[src/rtl/mips_pkg.sv]
// ---------------------------------------------------------------------------
// mips_pkg
// Shared definitions for the MIPS pipeline front end.
//   INSTR_W          : instruction width in bits
//   NOP_INSTR        : encoding presented to decode when nothing is queued
//   DEFAULT_RESET_PC : boot address of the program ROM
//   fetch_entry_t    : one fetch-queue slot, {PC+4, instruction}
//   alignWord()      : clears the byte-offset bits of an address
// ---------------------------------------------------------------------------
package mips_pkg;

    localparam int          INSTR_W          = 32;
    localparam logic [31:0] NOP_INSTR        = 32'h0000_0000;
    localparam logic [31:0] DEFAULT_RESET_PC = 32'h0040_0000;

    typedef struct packed {
        logic [31:0]        pcPlus4;
        logic [INSTR_W-1:0] instr;
    } fetch_entry_t;

    localparam int ENTRY_W = $bits(fetch_entry_t);

    // Instructions are word aligned; a redirect target with low bits set
    // is rounded down to the containing word.
    function automatic logic [31:0] alignWord(input logic [31:0] addr);
        return addr & ~32'd3;
    endfunction

endpackage

[src/rtl/fetch_queue_stage_if.sv]
// ---------------------------------------------------------------------------
// fetch_queue_stage_if
// Bundles the fetch stage's ROM port, redirect input, decode handshake and
// debug outputs.
//   master : the fetch stage (drives ROM address, decode-side outputs)
//   slave  : the environment (ROM, MEM-stage redirect, decode)
// ---------------------------------------------------------------------------
interface fetch_queue_stage_if
    import mips_pkg::*;
#(
    parameter int DEPTH = 4
);
    localparam int CNT_W = $clog2(DEPTH) + 1;

    logic [31:0]        imemAddr;
    logic [INSTR_W-1:0] imemInstr;
    logic               redirect;
    logic [31:0]        redirectPc;
    logic               idReady;
    logic               idValid;
    logic [31:0]        idPcPlus4;
    logic [INSTR_W-1:0] idInstruction;
    logic [31:0]        fetchPc;
    logic [CNT_W-1:0]   occupancy;

    modport master (
        output imemAddr,
        input  imemInstr,
        input  redirect,
        input  redirectPc,
        input  idReady,
        output idValid,
        output idPcPlus4,
        output idInstruction,
        output fetchPc,
        output occupancy
    );

    modport slave (
        input  imemAddr,
        output imemInstr,
        output redirect,
        output redirectPc,
        output idReady,
        input  idValid,
        input  idPcPlus4,
        input  idInstruction,
        input  fetchPc,
        input  occupancy
    );

endinterface

[src/rtl/fetch_queue_stage_fifo.sv]
// ---------------------------------------------------------------------------
// fetch_fifo
// Circular buffer holding fetched entries, with a combinational head read.
//   clk, rstN : clock (rising edge), asynchronous active-low reset
//   push      : write wrData at the tail
//   pop       : drop the head entry
//   flush     : discard everything (overrides push/pop)
//   rdData    : head entry (undefined content when empty)
//   empty/full: status flags
//   count     : number of entries held, 0..DEPTH
// DEPTH must be a power of two so pointers wrap naturally.
// ---------------------------------------------------------------------------
module fetch_fifo #(
    parameter  int DEPTH = 4,
    parameter  int WIDTH = 64,
    localparam int PTR_W = $clog2(DEPTH),
    localparam int CNT_W = PTR_W + 1
) (
    input  logic             clk,
    input  logic             rstN,
    input  logic             push,
    input  logic             pop,
    input  logic             flush,
    input  logic [WIDTH-1:0] wrData,
    output logic [WIDTH-1:0] rdData,
    output logic             empty,
    output logic             full,
    output logic [CNT_W-1:0] count
);

    logic [WIDTH-1:0] memReg [DEPTH];

    logic [PTR_W-1:0] wrPtrReg, wrPtrNext;
    logic [PTR_W-1:0] rdPtrReg, rdPtrNext;
    logic [CNT_W-1:0] countReg, countNext;

    always_comb begin
        wrPtrNext = wrPtrReg;
        rdPtrNext = rdPtrReg;
        countNext = countReg;
        if (flush) begin
            wrPtrNext = '0;
            rdPtrNext = '0;
            countNext = '0;
        end else begin
            if (push) wrPtrNext = wrPtrReg + PTR_W'(1);
            if (pop)  rdPtrNext = rdPtrReg + PTR_W'(1);
            // Simultaneous push and pop leaves the count unchanged.
            if (push && !pop)      countNext = countReg + CNT_W'(1);
            else if (pop && !push) countNext = countReg - CNT_W'(1);
        end
    end

    always_ff @(posedge clk or negedge rstN) begin
        if (!rstN) begin
            wrPtrReg <= '0;
            rdPtrReg <= '0;
            countReg <= '0;
        end else begin
            wrPtrReg <= wrPtrNext;
            rdPtrReg <= rdPtrNext;
            countReg <= countNext;
        end
    end

    // Storage needs no reset: nothing is read out while count is zero.
    always_ff @(posedge clk) begin
        if (push && !flush) memReg[wrPtrReg] <= wrData;
    end

    assign rdData = memReg[rdPtrReg];
    assign empty  = (countReg == '0);
    assign full   = (countReg == CNT_W'(DEPTH));
    assign count  = countReg;

endmodule

[src/rtl/fetch_queue_stage.sv]
// ---------------------------------------------------------------------------
// fetch_queue_stage
// Instruction-fetch front end: owns the PC, addresses the program ROM and
// queues {PC+4, instruction} pairs for decode so decode stalls lose nothing.
// A redirect from MEM flushes the queue and reloads the PC.
//   clk  : clock, rising edge
//   rstN : asynchronous active-low reset
//   bus  : fetch_queue_stage_if.master
//            imemAddr/imemInstr      combinational ROM port
//            redirect/redirectPc     branch/jump from MEM
//            idReady/idValid/idPcPlus4/idInstruction  decode handshake
//            fetchPc, occupancy      debug visibility
// ---------------------------------------------------------------------------
module fetch_queue_stage
    import mips_pkg::*;
#(
    parameter int          DEPTH    = 4,
    parameter logic [31:0] RESET_PC = DEFAULT_RESET_PC
) (
    input logic                 clk,
    input logic                 rstN,
    fetch_queue_stage_if.master bus
);

    localparam int CNT_W = $clog2(DEPTH) + 1;

    logic [31:0]      pcReg, pcNext;
    logic [31:0]      pcPlus4;
    logic             fifoPush, fifoPop;
    logic             fifoEmpty, fifoFull;
    logic [CNT_W-1:0] fifoCount;
    fetch_entry_t     wrEntry, headEntry;

    assign pcPlus4 = pcReg + 32'd4;

    // Redirect suppresses both sides of the queue; a full queue still
    // accepts a new word when decode takes the head in the same cycle.
    assign fifoPop  = ~fifoEmpty & bus.idReady & ~bus.redirect;
    assign fifoPush = ~bus.redirect & (~fifoFull | fifoPop);

    always_comb begin
        pcNext = pcReg;
        if (bus.redirect)  pcNext = alignWord(bus.redirectPc);
        else if (fifoPush) pcNext = pcPlus4;
    end

    always_ff @(posedge clk or negedge rstN) begin
        if (!rstN) pcReg <= RESET_PC;
        else       pcReg <= pcNext;
    end

    assign wrEntry = '{pcPlus4: pcPlus4, instr: bus.imemInstr};

    fetch_fifo #(
        .DEPTH (DEPTH),
        .WIDTH (ENTRY_W)
    ) u_fifo (
        .clk    (clk),
        .rstN   (rstN),
        .push   (fifoPush),
        .pop    (fifoPop),
        .flush  (bus.redirect),
        .wrData (wrEntry),
        .rdData (headEntry),
        .empty  (fifoEmpty),
        .full   (fifoFull),
        .count  (fifoCount)
    );

    // ROM address comes straight from the PC register, so there is no
    // combinational path from redirect or idReady into the ROM.
    assign bus.imemAddr      = pcReg;
    assign bus.fetchPc       = pcReg;
    assign bus.idValid       = ~fifoEmpty;
    assign bus.idPcPlus4     = fifoEmpty ? 32'd0     : headEntry.pcPlus4;
    assign bus.idInstruction = fifoEmpty ? NOP_INSTR : headEntry.instr;
    assign bus.occupancy     = fifoCount;

endmodule

[src/flat_wrapper.sv]
// flat-port wrapper written by rule: the top's interface ports become plain ports
module fetch_queue_stage_flat import mips_pkg::*;
#(
    parameter int          DEPTH    = 4,
    parameter logic [31:0] RESET_PC = DEFAULT_RESET_PC
)
  (clk, rstN, bus_imemAddr, bus_imemInstr, bus_redirect, bus_redirectPc, bus_idReady, bus_idValid, bus_idPcPlus4, bus_idInstruction, bus_fetchPc, bus_occupancy);
  fetch_queue_stage_if #(.DEPTH(DEPTH)) bus_i ();
  input logic clk;
  input logic rstN;
  output wire logic [$bits(bus_i.imemAddr)-1:0] bus_imemAddr;
  input wire logic [$bits(bus_i.imemInstr)-1:0] bus_imemInstr;
  input wire logic [$bits(bus_i.redirect)-1:0] bus_redirect;
  input wire logic [$bits(bus_i.redirectPc)-1:0] bus_redirectPc;
  input wire logic [$bits(bus_i.idReady)-1:0] bus_idReady;
  output wire logic [$bits(bus_i.idValid)-1:0] bus_idValid;
  output wire logic [$bits(bus_i.idPcPlus4)-1:0] bus_idPcPlus4;
  output wire logic [$bits(bus_i.idInstruction)-1:0] bus_idInstruction;
  output wire logic [$bits(bus_i.fetchPc)-1:0] bus_fetchPc;
  output wire logic [$bits(bus_i.occupancy)-1:0] bus_occupancy;
  assign bus_imemAddr = bus_i.imemAddr;
  assign bus_i.imemInstr = bus_imemInstr;
  assign bus_i.redirect = bus_redirect;
  assign bus_i.redirectPc = bus_redirectPc;
  assign bus_i.idReady = bus_idReady;
  assign bus_idValid = bus_i.idValid;
  assign bus_idPcPlus4 = bus_i.idPcPlus4;
  assign bus_idInstruction = bus_i.idInstruction;
  assign bus_fetchPc = bus_i.fetchPc;
  assign bus_occupancy = bus_i.occupancy;
  fetch_queue_stage #(.DEPTH(DEPTH), .RESET_PC(RESET_PC)) u_core (.clk(clk), .rstN(rstN), .bus(bus_i));
endmodule
[config.mk]
export PLATFORM = sky130hd
export DESIGN_NAME = fetch_queue_stage_flat
export DESIGN_NICKNAME = d
export VERILOG_FILES = /design/src/rtl/mips_pkg.sv /design/src/rtl/fetch_queue_stage_if.sv /design/src/rtl/fetch_queue_stage_fifo.sv /design/src/rtl/fetch_queue_stage.sv /design/src/flat_wrapper.sv
export SDC_FILE = /design/constraint.sdc
export NUM_CORES = 1
export LEC_CHECK = 0
export BUFFER_PORTS_ARGS = -buffer_cell sky130_fd_sc_hd__buf_2
export CORE_AREA = 2 2 160 162
export DETAILED_ROUTE_END_ITERATION = 7
export DIE_AREA = 0 0 162 164
export PLACE_DENSITY = 0.71
export SKIP_CTS_REPAIR_TIMING = 1
export SLEW_MARGIN = 15
export SYNTH_ARGS = -nofsm -noshare
export SYNTH_HDL_FRONTEND = slang
export SYNTH_SLANG_ARGS = --single-unit
[constraint.sdc]
create_clock -name clk -period 3.2 [get_ports clk]
set_input_delay 0.64 -clock clk [delete_from_list [all_inputs] [get_ports clk]]
set_output_delay 0.64 -clock clk [all_outputs]
set_load 0.01 [all_outputs]
Word-level counts from Yosys, hierarchy flattened:

Memory sizes are Yosys's and may differ from the RTL's.
Index checks and enable logic that the tools add are counted.

* bits in registers: 39
* memory bits (writable): 256
* word-level logic and storage cells: 41
* memories: 1

Memory list
* u_core.u_fifo.memReg: depth 4, width 64, read ports 1, clocked after Yosys merged registers in 0, wr ports 1, RTL line fetch_queue_stage_fifo.sv:31 `logic [WIDTH-1:0] memReg [DEPTH];`

* add/subtract/negate cells: 5
* equality and inequality tests: 1
* mux-type cells: 13
* bitwise gates (word level): 7
* reductions and logical operators: 10

Operators with widths (number)
* $mux 32: 4
* $add 32x3->32 const B: 1
* $mux 3: 3
* $mux 2: 4
* $add 2x1->2 const B: 2
* $reduce_bool 2->1: 2
* $add 3x1->3 const B: 1
* $and 1x1->1: 3
* $eq 3x3->1 const B: 1
* $logic_and 1x1->1: 3
* $logic_not 1->1: 3
* $logic_not 3->1: 1
* $not 1->1: 3
* $reduce_bool 3->1: 1
* $sub 3x1->3 const B: 1
* $mux 1: 2
* $or 1x1->1: 1

Longest topological paths before layout:

Gate-level depths: netlist (run 1).

* depth after elaboration: 11
* mapped depth: 9

Cells and area by module:

Synthesis (run 1) repeated with hierarchy kept, for this count alone.

* cells, all modules: 758
* area total of the unflattened synthesis: 12585.8 µm²

Modules (own cells, without submodules)
* fetch_fifo: instances 1, cells an instance 379, area an instance 9673.0 µm²
* fetch_queue_stage: instances 1, cells an instance 379, area an instance 2912.8 µm²

Worst setup path before layout (run 1):

Ideal clock, no wire load.

* path type: input port to flip-flop
* start: input bus_idReady
* end: memory u_core.u_fifo.memReg[0][0], enable pin
* setup time: 427 ps
* data arrival time: 2854 ps
* required time: 2773 ps
* path slack: -81 ps
* stages: 4
* path buffers: 2
* cells stage by stage: clkbuf_1 > or4b_2 > clkbuf_1 > and3_1

* word-level cells in the longest chain between the ends: 7

RTL lines
* start, declared: RTL line flat_wrapper.sv:15 `input wire logic [$bits(bus_i.idReady)-1:0] bus_idReady;`
* $and 1x1->1 (2 in series): RTL line fetch_queue_stage.sv:38 `assign fifoPop = ~fifoEmpty & bus.idReady & ~bus.redirect;`
* $or 1x1->1: RTL line fetch_queue_stage.sv:39 `assign fifoPush = ~bus.redirect & (~fifoFull | fifoPop);`
* $and 1x1->1: RTL line fetch_queue_stage.sv:39
* $logic_and 1x1->1: RTL line fetch_queue_stage_fifo.sv:68 `if (push && !flush) memReg[wrPtrReg] <= wrData;`
* $mux 1: RTL line fetch_queue_stage_fifo.sv:68
* $mux 1 (not written as such): RTL line fetch_queue_stage_fifo.sv:68
* end, declared: RTL line fetch_queue_stage_fifo.sv:31

Every way passes these cells.

Worst setup path after layout (run 1):

* start: register u_core.u_fifo.rdPtrReg[0]
* end: output bus_idPcPlus4[3]

* word-level cells in the longest chain between the ends: 2

RTL lines
* start, declared: RTL line fetch_queue_stage_fifo.sv:34 `logic [PTR_W-1:0] rdPtrReg, rdPtrNext;`
* start signal, assigned: RTL line fetch_queue_stage_fifo.sv:61 `rdPtrReg <= rdPtrNext;`
* $mem_v2 4x64
* $mux 32: RTL line fetch_queue_stage.sv:75 `assign bus.idPcPlus4 = fifoEmpty ? 32'd0 : headEntry.pcPlus4;`
* end, declared: RTL line flat_wrapper.sv:17 `output wire logic [$bits(bus_i.idPcPlus4)-1:0] bus_idPcPlus4;`

Every way passes these cells.

==> reports/metrics.cfg, run 1 <==
[sta]
hold_viol=0
drv_slew=0
post-route-period-util_pct=95.06
rsz0062_at_grt=no
timing.final.crit_period_ps=3042
finalSetupViolCount=0
max_clock_freq_ghz=0.3287
slew_headroom_pct=32.87
fin_skew_ps=9.976
worst_pin_slew_ps=1007

[cells_and_area]
instances_no_fill=1267
diodes=0
drive_above_1_share_pct=35.11
area_growth_pct=17.26
finalNetCount=987

[clocking]
root_buffer=clkbuf_16
clock_path_buffers=3
cts.clk_slew.worst_paths_ps=60
clock_latency_ps=530
numCtsBuffers=30
cts_tree=done
clkSinkCount=285
h-tree-depth=1

[route]
drt_first_iter_violations=504
route.final.wire_length_um=24720
viasPerCell=5.471
drt_first_pass_iters=5
drc_errors=0
wl_per_cell_um=19.51
vias=6932
ant_nets=0

[yosys]
ys_top_cells_by_area=edfxtp_1, mux4_2, dfrtp_1
synthFlopType=edfxtp_1
syn_inst=753
synth_top_area_cell=edfxtp_1
synth-edff-count=248
yosysWarnings=0
synth-seq-area-share_pct=68.17
avgSynthCellArea_sq_um=16.31
async_flop_share_pct=12.98
synth_top_area_share_pct=60.62
ys_seq_elements=285
syn_area_sq_mm=0.01228
synth_cell_types=48

[global_routing]
grt_pass1_vias=6792
grt_pass1_wl_um=37820
grt_antenna_before_repair=0
grtUsageTotal_pct=18.45
grt_max_degree=63
grt_overflow=0

[floorplanning]
core_sq_mm=0.02482
fp.dieW_um=162
design.die.area_sq_mm=0.02657
start_util_pct=49.50
ios=200
die_y_um=164
rows=58

[placed_design]
dpl.cell_count=1211
dp_hpwl_um=14880
io_buffer_count=191
gp_congestion=0.7657

[worst_setup_path]
end_kind=output pin
crit_fanout=19
timing.rr.end=u_core.u_fifo.memReg[3][49]
rr_worst_depth=4
reg2reg_from=u_core.bus.fetchPc[7]
ff2ff_setup_slack_ps=720
arrival_ps=2400
cp.required_ps=2560
start_kind=register
critPathKind=reg -> out

[run]
maxCapViolCount=0

[power]
powerDensity_mw_per_mm2=757.7
p_leak_nw=5.134
power_mw=10.92
ir_drop_uv=380.8

[min_path]
hp-class=in -> async

[status]
status=complete, no violations

==> cells in the mapped netlist, types with 2 or more instances <==
library cell,n
a21oi_1,4
a221o_1,2
a31oi_1,13
and2_0,2
and2_1,63
and3_1,8
and4_1,5
buf_1,2
buf_2,10
buf_4,36
buf_6,3
clkbuf_1,29
dfrtp_1,36
edfxtp_1,248
ha_1,5
inv_1,9
mux2i_1,2
mux4_2,62
nand2_1,36
nand3_1,21
nand4_1,9
nand4_2,3
nor2_1,28
nor3_1,10
nor4_1,3
o211ai_1,4
o21ai_0,17
o31ai_1,8
or3_1,6
or4_1,13
or4_4,2
xnor2_1,27
xor2_1,12
==> critical path, cell delays in order (launching register included) <==
cell and delay, ps:
dfrtp_4 690, buf_4 300, mux4_2 520, and2_1 200, buf_2 150
==> sequential cells by signal, summed over array words and instances (netlist names) <==
signal	count
u_core.u_fifo.rdPtrReg	2
u_core.bus.fetchPc	30
u_core.u_fifo.count	3
u_core.u_fifo.wrPtrReg	2
u_core.u_fifo.memReg	248
==> how the worst max path moves through the flow <==
stage / from / to / depth (start not counted)
after floorplan: bus_idReady / u_core.u_fifo.count[2] / 9
after global placement: u_core.u_fifo.count[1] / bus_idInstruction[28] / 4
after detailed placement: u_core.u_fifo.count[1] / bus_idPcPlus4[20] / 4
after CTS: u_core.u_fifo.count[1] / bus_idPcPlus4[27] / 4
after global routing: u_core.u_fifo.rdPtrReg[0] / bus_idPcPlus4[3] / 4
final: u_core.u_fifo.rdPtrReg[0] / bus_idPcPlus4[3] / 4
==> logic make-up (layout without fill, tap and decap cells) <==
logic type,Yosys count,count (layout),share of synthesized area [%]
AOI/OAI and AO/OA,51,51,2.608
xor gates and xnor gates,39,39,2.781
adders and majority gates,6,6,0.6722
buffers and inverters,90,269,4.135
DFF,285,285,68.17
muxes,64,64,11.53
other,1,6,0.03053
and+or+nand+nor,217,217,10.07
==> stage by stage <==
stage	TNS (ps)	hold WS [ps]	area (sq um)	util, %	setup WS, ps
after floorplan	0	344.4	12310	-	458.2
after global placement	0	545.9	13360	53.84	587.5
after detailed placement	0	551.7	13360	53.84	554.0
after CTS	-253.4	90.79	14400	58.03	-28.90
after global routing	0	106.7	14410	58.04	25.70
final	0	94.19	14410	58.04	158.1
==> cells in the final DEF, fill, tap and decap left out, drive strengths merged, types with 2 or more instances in the layout <==
cell | synthesis | routed
o21ai | 17 | 17
nand4 | 12 | 12
nor2 | 28 | 28
and2 | 65 | 65
bufinv | 0 | 6
mux2i | 2 | 2
nand2 | 36 | 36
dfrtp | 36 | 36
ha | 5 | 5
a31oi | 13 | 13
nor4 | 3 | 3
and3 | 8 | 8
xor2 | 12 | 12
a221o | 2 | 2
or3 | 7 | 7
xnor2 | 27 | 27
clkbuf | 29 | 37
a21oi | 4 | 4
clkinv | 0 | 12
and4 | 6 | 6
nor3 | 11 | 11
edfxtp | 248 | 248
conb | 1 | 6
o31ai | 8 | 8
o211ai | 4 | 4
mux4 | 62 | 62
nand3 | 21 | 21
buf | 51 | 203
or4 | 15 | 15
inv | 10 | 10
==> routing by layer <==
metal | vias to the layer above | GRT usage [%] | share of wire (%)
met2 | 240 | 30.93 | 49
met3 | 22 | 2.601 | 6.0
met4 | 0 | 3.339 | 1.0
met5 | - | 0 | 0
li1 | 3189 | - | -
met1 | 3481 | 26.41 | 44
==> power by group <==
part | switching (mW) | total, mW | internal, mW
Sequential | 0.257 | 4.75 | 4.50
Combinational | 1.35 | 2.57 | 1.22
Clock | 1.35 | 3.59 | 2.24
Total | 2.95 | 10.9 | 7.96
==> area by class of cell <==
cell class | instances | area (sq um)
Fill cell | 1967 | 10410
Sequential cell | 285 | 8379
Multi-Input combinational cell | 383 | 3452
Timing Repair Buffer | 203 | 1084
Clock buffer | 37 | 798.3
Tap cell | 330 | 412.9
Clock inverter | 19 | 241.5
Inverter | 10 | 37.54
Note: power is estimated with default switching activity, not from simulation.
==> run 2: changes to the inputs <==
--- a/config.mk
+++ b/config.mk
@@ -10,8 +10,9 @@
 export DETAILED_ROUTE_END_ITERATION = 7
 export DIE_AREA = 0 0 162 164
 export PLACE_DENSITY = 0.71
+export REMOVE_ABC_BUFFERS = 1
 export SKIP_CTS_REPAIR_TIMING = 1
-export SLEW_MARGIN = 15
+export SLEW_MARGIN = 0
 export SYNTH_ARGS = -nofsm -noshare
 export SYNTH_HDL_FRONTEND = slang
 export SYNTH_SLANG_ARGS = --single-unit
==> run 2 against run 1 <==
  * Worst hold slack improved by 140 ps
  * Core utilization decreased by 0.21 points
  * Fmax increased by 1.1%
  * Non-clock buffer count up 1
  * Sequential cell count unchanged
  * Sequential share of layout area grew 0.23 points
  * Clock skew grew 5.5 ps
  * Cell count fell by 0.16%
  * Register-to-register slack about the same
  * Count of clock-buffer cells in the layout grew 2
  * Largest power group unchanged
==> reports/metrics.cfg, run 2 (synthesis gave the netlist of run 1 again) <==
[worst_setup_path]
cp_top_family=flip-flops
ff2ff_setup_slack_ps=710  ; about the same
crit_fanout=28  ; +9
path_cells=buf_12 -> mux4_2 -> and2_1 -> buf_2
reg2reg_from=u_core.u_fifo.count[1]
cp_num_buf_inv=2  ; unchanged
timing.rr.end=u_core.u_fifo.count[2]
critPathKind=reg -> out
cp_slowest_cell=dfrtp_4
start_kind=register
cp.required_ps=2560  ; about the same
end_kind=output pin
slowest_delay_ps=620  ; -70 ps
arrival_ps=2370  ; -30 ps
rr_worst_depth=7  ; +3

[cells_and_area]
fillers=1983  ; +0.81%
drive_above_1_share_pct=34.97  ; -0.14 points
area_growth_pct=16.85
finalCoreUtilization_pct=57.83  ; -0.21 points
multi_input_area_sq_mm=0.003452  ; unchanged
finalNetCount=987  ; unchanged
finalInstanceArea_sq_mm=0.01435  ; -0.36%
final_common_cell=edfxtp_1
top_register=u_core.u_fifo.memReg
diodes=0  ; unchanged
seq_area_sq_mm=0.008382  ; about the same
largest_register_ffs=248  ; unchanged
final_cell_mix=edfxtp_1, buf_2, and2_1, mux4_2, nand2_1
instances_no_fill=1265  ; -0.16%

[sta]
fin_tns_setup_ps=0  ; unchanged
fin_skew_ps=15.44  ; +5.463 ps
slew_headroom_pct=32.66  ; -0.21 points
max_clock_freq_ghz=0.3323  ; +1.1%
hold_ws_ps=231.2  ; +137.0 ps
worst_pin_slew_ps=1010  ; +3.140 ps
fin_ws_ps=190.7  ; +32.63 ps
post-route-period-util_pct=94.04  ; -1.0 points
drv_slew=0  ; unchanged
timing.final.crit_period_ps=3009  ; -32.63 ps
rsz0062_at_grt=no
finalSetupViolCount=0  ; unchanged
hold_viol=0  ; unchanged

[clocking]
h-tree-depth=1  ; unchanged
cts.clk_slew.worst_paths_ps=60  ; about the same
numCtsBuffers=29  ; -3.3%
clock_path_buffers=3  ; unchanged
cts_tree=done
clock_latency_ps=540  ; about the same
clkSinkCount=285  ; unchanged
root_buffer=clkbuf_16

[global_routing]
grt_max_degree=63  ; unchanged
top_usage_layer=met2
grtUsageTotal_pct=18.62  ; +0.17 points
grt_overflow=0  ; unchanged
met3_usage_pct=2.500  ; -0.10 points
grt_antenna_before_repair=0  ; unchanged
grt_util_met1_pct=26.74  ; +0.32 points
grt_pass1_wl_um=38180  ; +0.97%
grt_pass1_vias=6688  ; -1.5%
met2_usage_pct=31.06  ; +0.14 points

[placed_design]
gp_congestion=0.7927  ; +3.5%
io_buffer_count=191  ; unchanged
placed_area_sq_mm=0.01337  ; about the same
dpl.cell_count=1212  ; +0.083%
pre_cts_slack_ps=455.7  ; -98.32 ps
dp_hpwl_um=15260  ; +2.6%

[min_path]
hp-class=in -> async

[floorplanning]
ios=200  ; unchanged
fp.dieW_um=162  ; unchanged
design.die.area_sq_mm=0.02657  ; unchanged
core_sq_mm=0.02482  ; unchanged
start_util_pct=49.50  ; unchanged
rows=58  ; unchanged
die_y_um=164  ; unchanged

[route]
wl_per_cell_um=19.64  ; +0.70%
drc_errors=0  ; unchanged
ant_nets=0  ; unchanged
viasPerCell=5.508  ; +0.68%
drt_first_iter_violations=467  ; -7.3%
route.final.wire_length_um=24850  ; +0.54%
drt_first_pass_iters=5  ; unchanged
vias=6968  ; +0.52%

[status]
status=complete, no violations

[power]
power_mw=10.77  ; -1.4%
p_leak_nw=5.110  ; -0.47%
powerDensity_mw_per_mm2=750.0  ; -1.0%
ir_drop_uv=447.9  ; +18%

[run]
maxCapViolCount=0  ; unchanged

[run 2: layout make-up]
| class | instances | share of cell area (%) |
|---|---|---|
| clock inverters | 14 | 1.360 |
| multi-input cells | 383 | 24.05 |
| flip-flops and latches | 285 | 58.39 |
| inverters | 10 | 0.2615 |
| repair buffers | 204 | 7.601 |
| well taps | 330 | 2.877 |
| clock buffers | 39 | 5.457 |
[run 2: worst max-delay path by stage]
stage / from / cells past startpoint / slack [ps] / end
floorplan: u_core.u_fifo.rdPtrReg[0] / 2 / -800 / bus_idInstruction[0]
global placement: bus_idReady / 8 / 470 / u_core.u_fifo.count[2]
detailed placement: bus_idReady / 8 / 460 / u_core.u_fifo.count[2]
CTS: u_core.u_fifo.count[1] / 4 / -120 / bus_idPcPlus4[3]
global route: u_core.u_fifo.rdPtrReg[0] / 4 / 60 / bus_idPcPlus4[21]
finish: u_core.u_fifo.rdPtrReg[0] / 4 / 190 / bus_idPcPlus4[2]
[run 2: routing by layer]
| layer | share of wire, % | vias to the layer above |
|---|---|---|
| met5 | 0 | - |
| met4 | 1.7 | 0 |
| met3 | 5.5 | 28 |
| met2 | 48 | 228 |
| met1 | 44 | 3523 |
| li1 | - | 3189 |
[run 2: power by group]
group	total [mW]	switching (mW)	internal (mW)	leakage (nW)
Clock	3.44	1.32	2.11	0.481
Sequential	4.76	0.256	4.50	2.71
Combinational	2.57	1.36	1.22	1.92
==> run 3: changes to the inputs <==
==> constraint.sdc (replaced) <==
create_clock -name clk -period 3.2 [get_ports clk]
set_input_delay 0.32 -clock clk [delete_from_list [all_inputs] [get_ports clk]]
set_output_delay 0.32 -clock clk [all_outputs]
set_load 0.01 [all_outputs]
==> run 3 against run 2 <==
  * Non-clock buffer count grew 39
  * Core utilization grew 1.5 points
  * Clock skew is essentially flat
  * Via count grew 2.4%
  * Critical path depth is the same
  * Sequential power is essentially flat
  * Cell count grew 3.3%
  * Combinational power is essentially flat
  * Global-route usage grew 0.14 points
  * Largest power group unchanged
==> reports/metrics.cfg, run 3 (synthesis gave the netlist of run 1 again) <==
[cells_and_area]
drive_above_1_share_pct=33.57  ; -1.4 points
largest_register_ffs=248  ; unchanged
seq_area_sq_mm=0.008382  ; unchanged
final_cell_mix=edfxtp_1, buf_2, and2_1, mux4_2, dlygate4sd3_1
finalCoreUtilization_pct=59.33  ; +1.5 points
fillers=1923  ; -3.0%
instances_no_fill=1307  ; +3.3%
final_common_cell=edfxtp_1
multi_input_area_sq_mm=0.003448  ; -0.11%
area_growth_pct=19.87
top_register=u_core.u_fifo.memReg
diodes=0  ; unchanged
finalInstanceArea_sq_mm=0.01473  ; +2.6%
finalNetCount=1027  ; +4.1%

[worst_setup_path]
ff2ff_setup_slack_ps=700  ; about the same
arrival_ps=2430  ; +60 ps
cp_num_buf_inv=2  ; unchanged
critPathKind=reg -> out
path_cells=buf_12 -> mux4_2 -> and2_1 -> buf_2
crit_fanout=21  ; -25%
reg2reg_from=u_core.u_fifo.count[1]
timing.rr.end=u_core.u_fifo.count[2]
rr_worst_depth=8  ; +1
cp_top_family=flip-flops
cp.required_ps=2880  ; +320 ps
slowest_delay_ps=730  ; +110 ps
cp_slowest_cell=dfrtp_4
start_kind=register
end_kind=output pin
crit_start=u_core.u_fifo.rdPtrReg[0]

[placed_design]
dpl.cell_count=1213  ; +0.083%
dp_hpwl_um=15240  ; -0.14%
gp_congestion=0.7837  ; -1.1%
pre_cts_slack_ps=701.0  ; +245.4 ps
io_buffer_count=191  ; unchanged
placed_area_sq_mm=0.01338  ; about the same

[route]
drt_first_iter_violations=455  ; -2.6%
route.final.wire_length_um=25620  ; +3.1%
wl_per_cell_um=19.60  ; -0.23%
vias=7134  ; +2.4%
viasPerCell=5.458  ; -0.91%
ant_nets=0  ; unchanged
drc_errors=0  ; unchanged
drt_first_pass_iters=5  ; unchanged

[clocking]
h-tree-depth=1  ; unchanged
numCtsBuffers=30  ; +3.4%
cts_tree=done
root_buffer=clkbuf_16
clock_path_buffers=3  ; unchanged
cts.clk_slew.worst_paths_ps=60  ; about the same
clkSinkCount=285  ; unchanged
clock_latency_ps=550  ; about the same

[sta]
drv_slew=0  ; unchanged
finalSetupViolCount=0  ; unchanged
timing.final.crit_period_ps=2752  ; -257.0 ps
rsz0062_at_grt=no
worst_pin_slew_ps=999.3  ; -10.70 ps
hold_viol=0  ; unchanged
hold_ws_ps=1.835  ; -229.4 ps
post-route-period-util_pct=86.01  ; -8.0 points
fin_ws_ps=447.7  ; +257.0 ps
slew_headroom_pct=33.38  ; +0.71 points
max_clock_freq_ghz=0.3633  ; +9.3%
fin_skew_ps=15.86  ; +0.4168 ps

[global_routing]
grt_overflow=0  ; unchanged
grt_util_met1_pct=26.25  ; -0.49 points
met2_usage_pct=31.68  ; +0.62 points
grt_pass1_vias=6944  ; +3.8%
grt_antenna_before_repair=0  ; unchanged
grt_max_degree=65  ; +3.2%
met3_usage_pct=2.525  ; +0.025 points
top_usage_layer=met2
grt_pass1_wl_um=38200  ; about the same
grtUsageTotal_pct=18.76  ; +0.14 points

[floorplanning]
start_util_pct=49.50  ; unchanged
die_y_um=164  ; unchanged
design.die.area_sq_mm=0.02657  ; unchanged
core_sq_mm=0.02482  ; unchanged
fp.dieW_um=162  ; unchanged
ios=200  ; unchanged
rows=58  ; unchanged

[min_path]
hold_end=u_core.u_fifo.memReg[2][21]
worstHoldPathCells=1
hp-class=in -> reg
worstHoldStart=bus_imemInstr[21]

[run]
maxCapViolCount=0  ; unchanged

[power]
powerDensity_mw_per_mm2=730.5  ; -2.6%
p_leak_nw=5.258  ; +2.9%
ir_drop_uv=364.4  ; -19%

[status]
status=complete, no violations

-- run 3: worst reg2reg max path, cell delays in order (launching register included) --
cell      delay, ps
dfrtp_1         450
or4b_2          690
buf_4           210
and3_1          210
fa_1            380
nor3b_1         200
a21oi_1          60
a21oi_1         120
a211oi_1         60
-- run 3: metal layers --
metal,routed length [um],vias up
met4,372,0
met5,0,-
met3,1440,32
li1,-,3271
met1,11280,3602
met2,12530,229
-- run 3: worst max path at each step --
stage	endpoint	cells after the start
after floorplan	bus_idInstruction[0]	2
after global placement	u_core.u_fifo.count[2]	8
after detailed placement	u_core.u_fifo.count[2]	8
after CTS	bus_idPcPlus4[28]	4
after global routing	bus_idPcPlus4[10]	4
final	bus_idInstruction[27]	4
-- run 3: layout make-up --
cell class | count | share of cell area, %
Multi-Input combinational cell | 383 | 23.42
Sequential cell | 285 | 56.92
Tap cell | 330 | 2.804
Clock buffer | 35 | 5.370
Clock inverter | 21 | 1.190
Timing Repair Buffer | 243 | 10.04
Inverter | 10 | 0.2549
-- run 3: report_power, final --
group	switching, mW	internal (mW)
Combinational	1.35	1.25
Clock	1.39	2.00
Sequential	0.282	4.50
-- run 3: metrics by stage --
step	total power [mW]	TNS [ps]
final	10.76	0
after CTS	10.87	0
after detailed placement	7.481	0
after global routing	11.27	0
after floorplan	6.403	-29950
after global placement	7.437	0
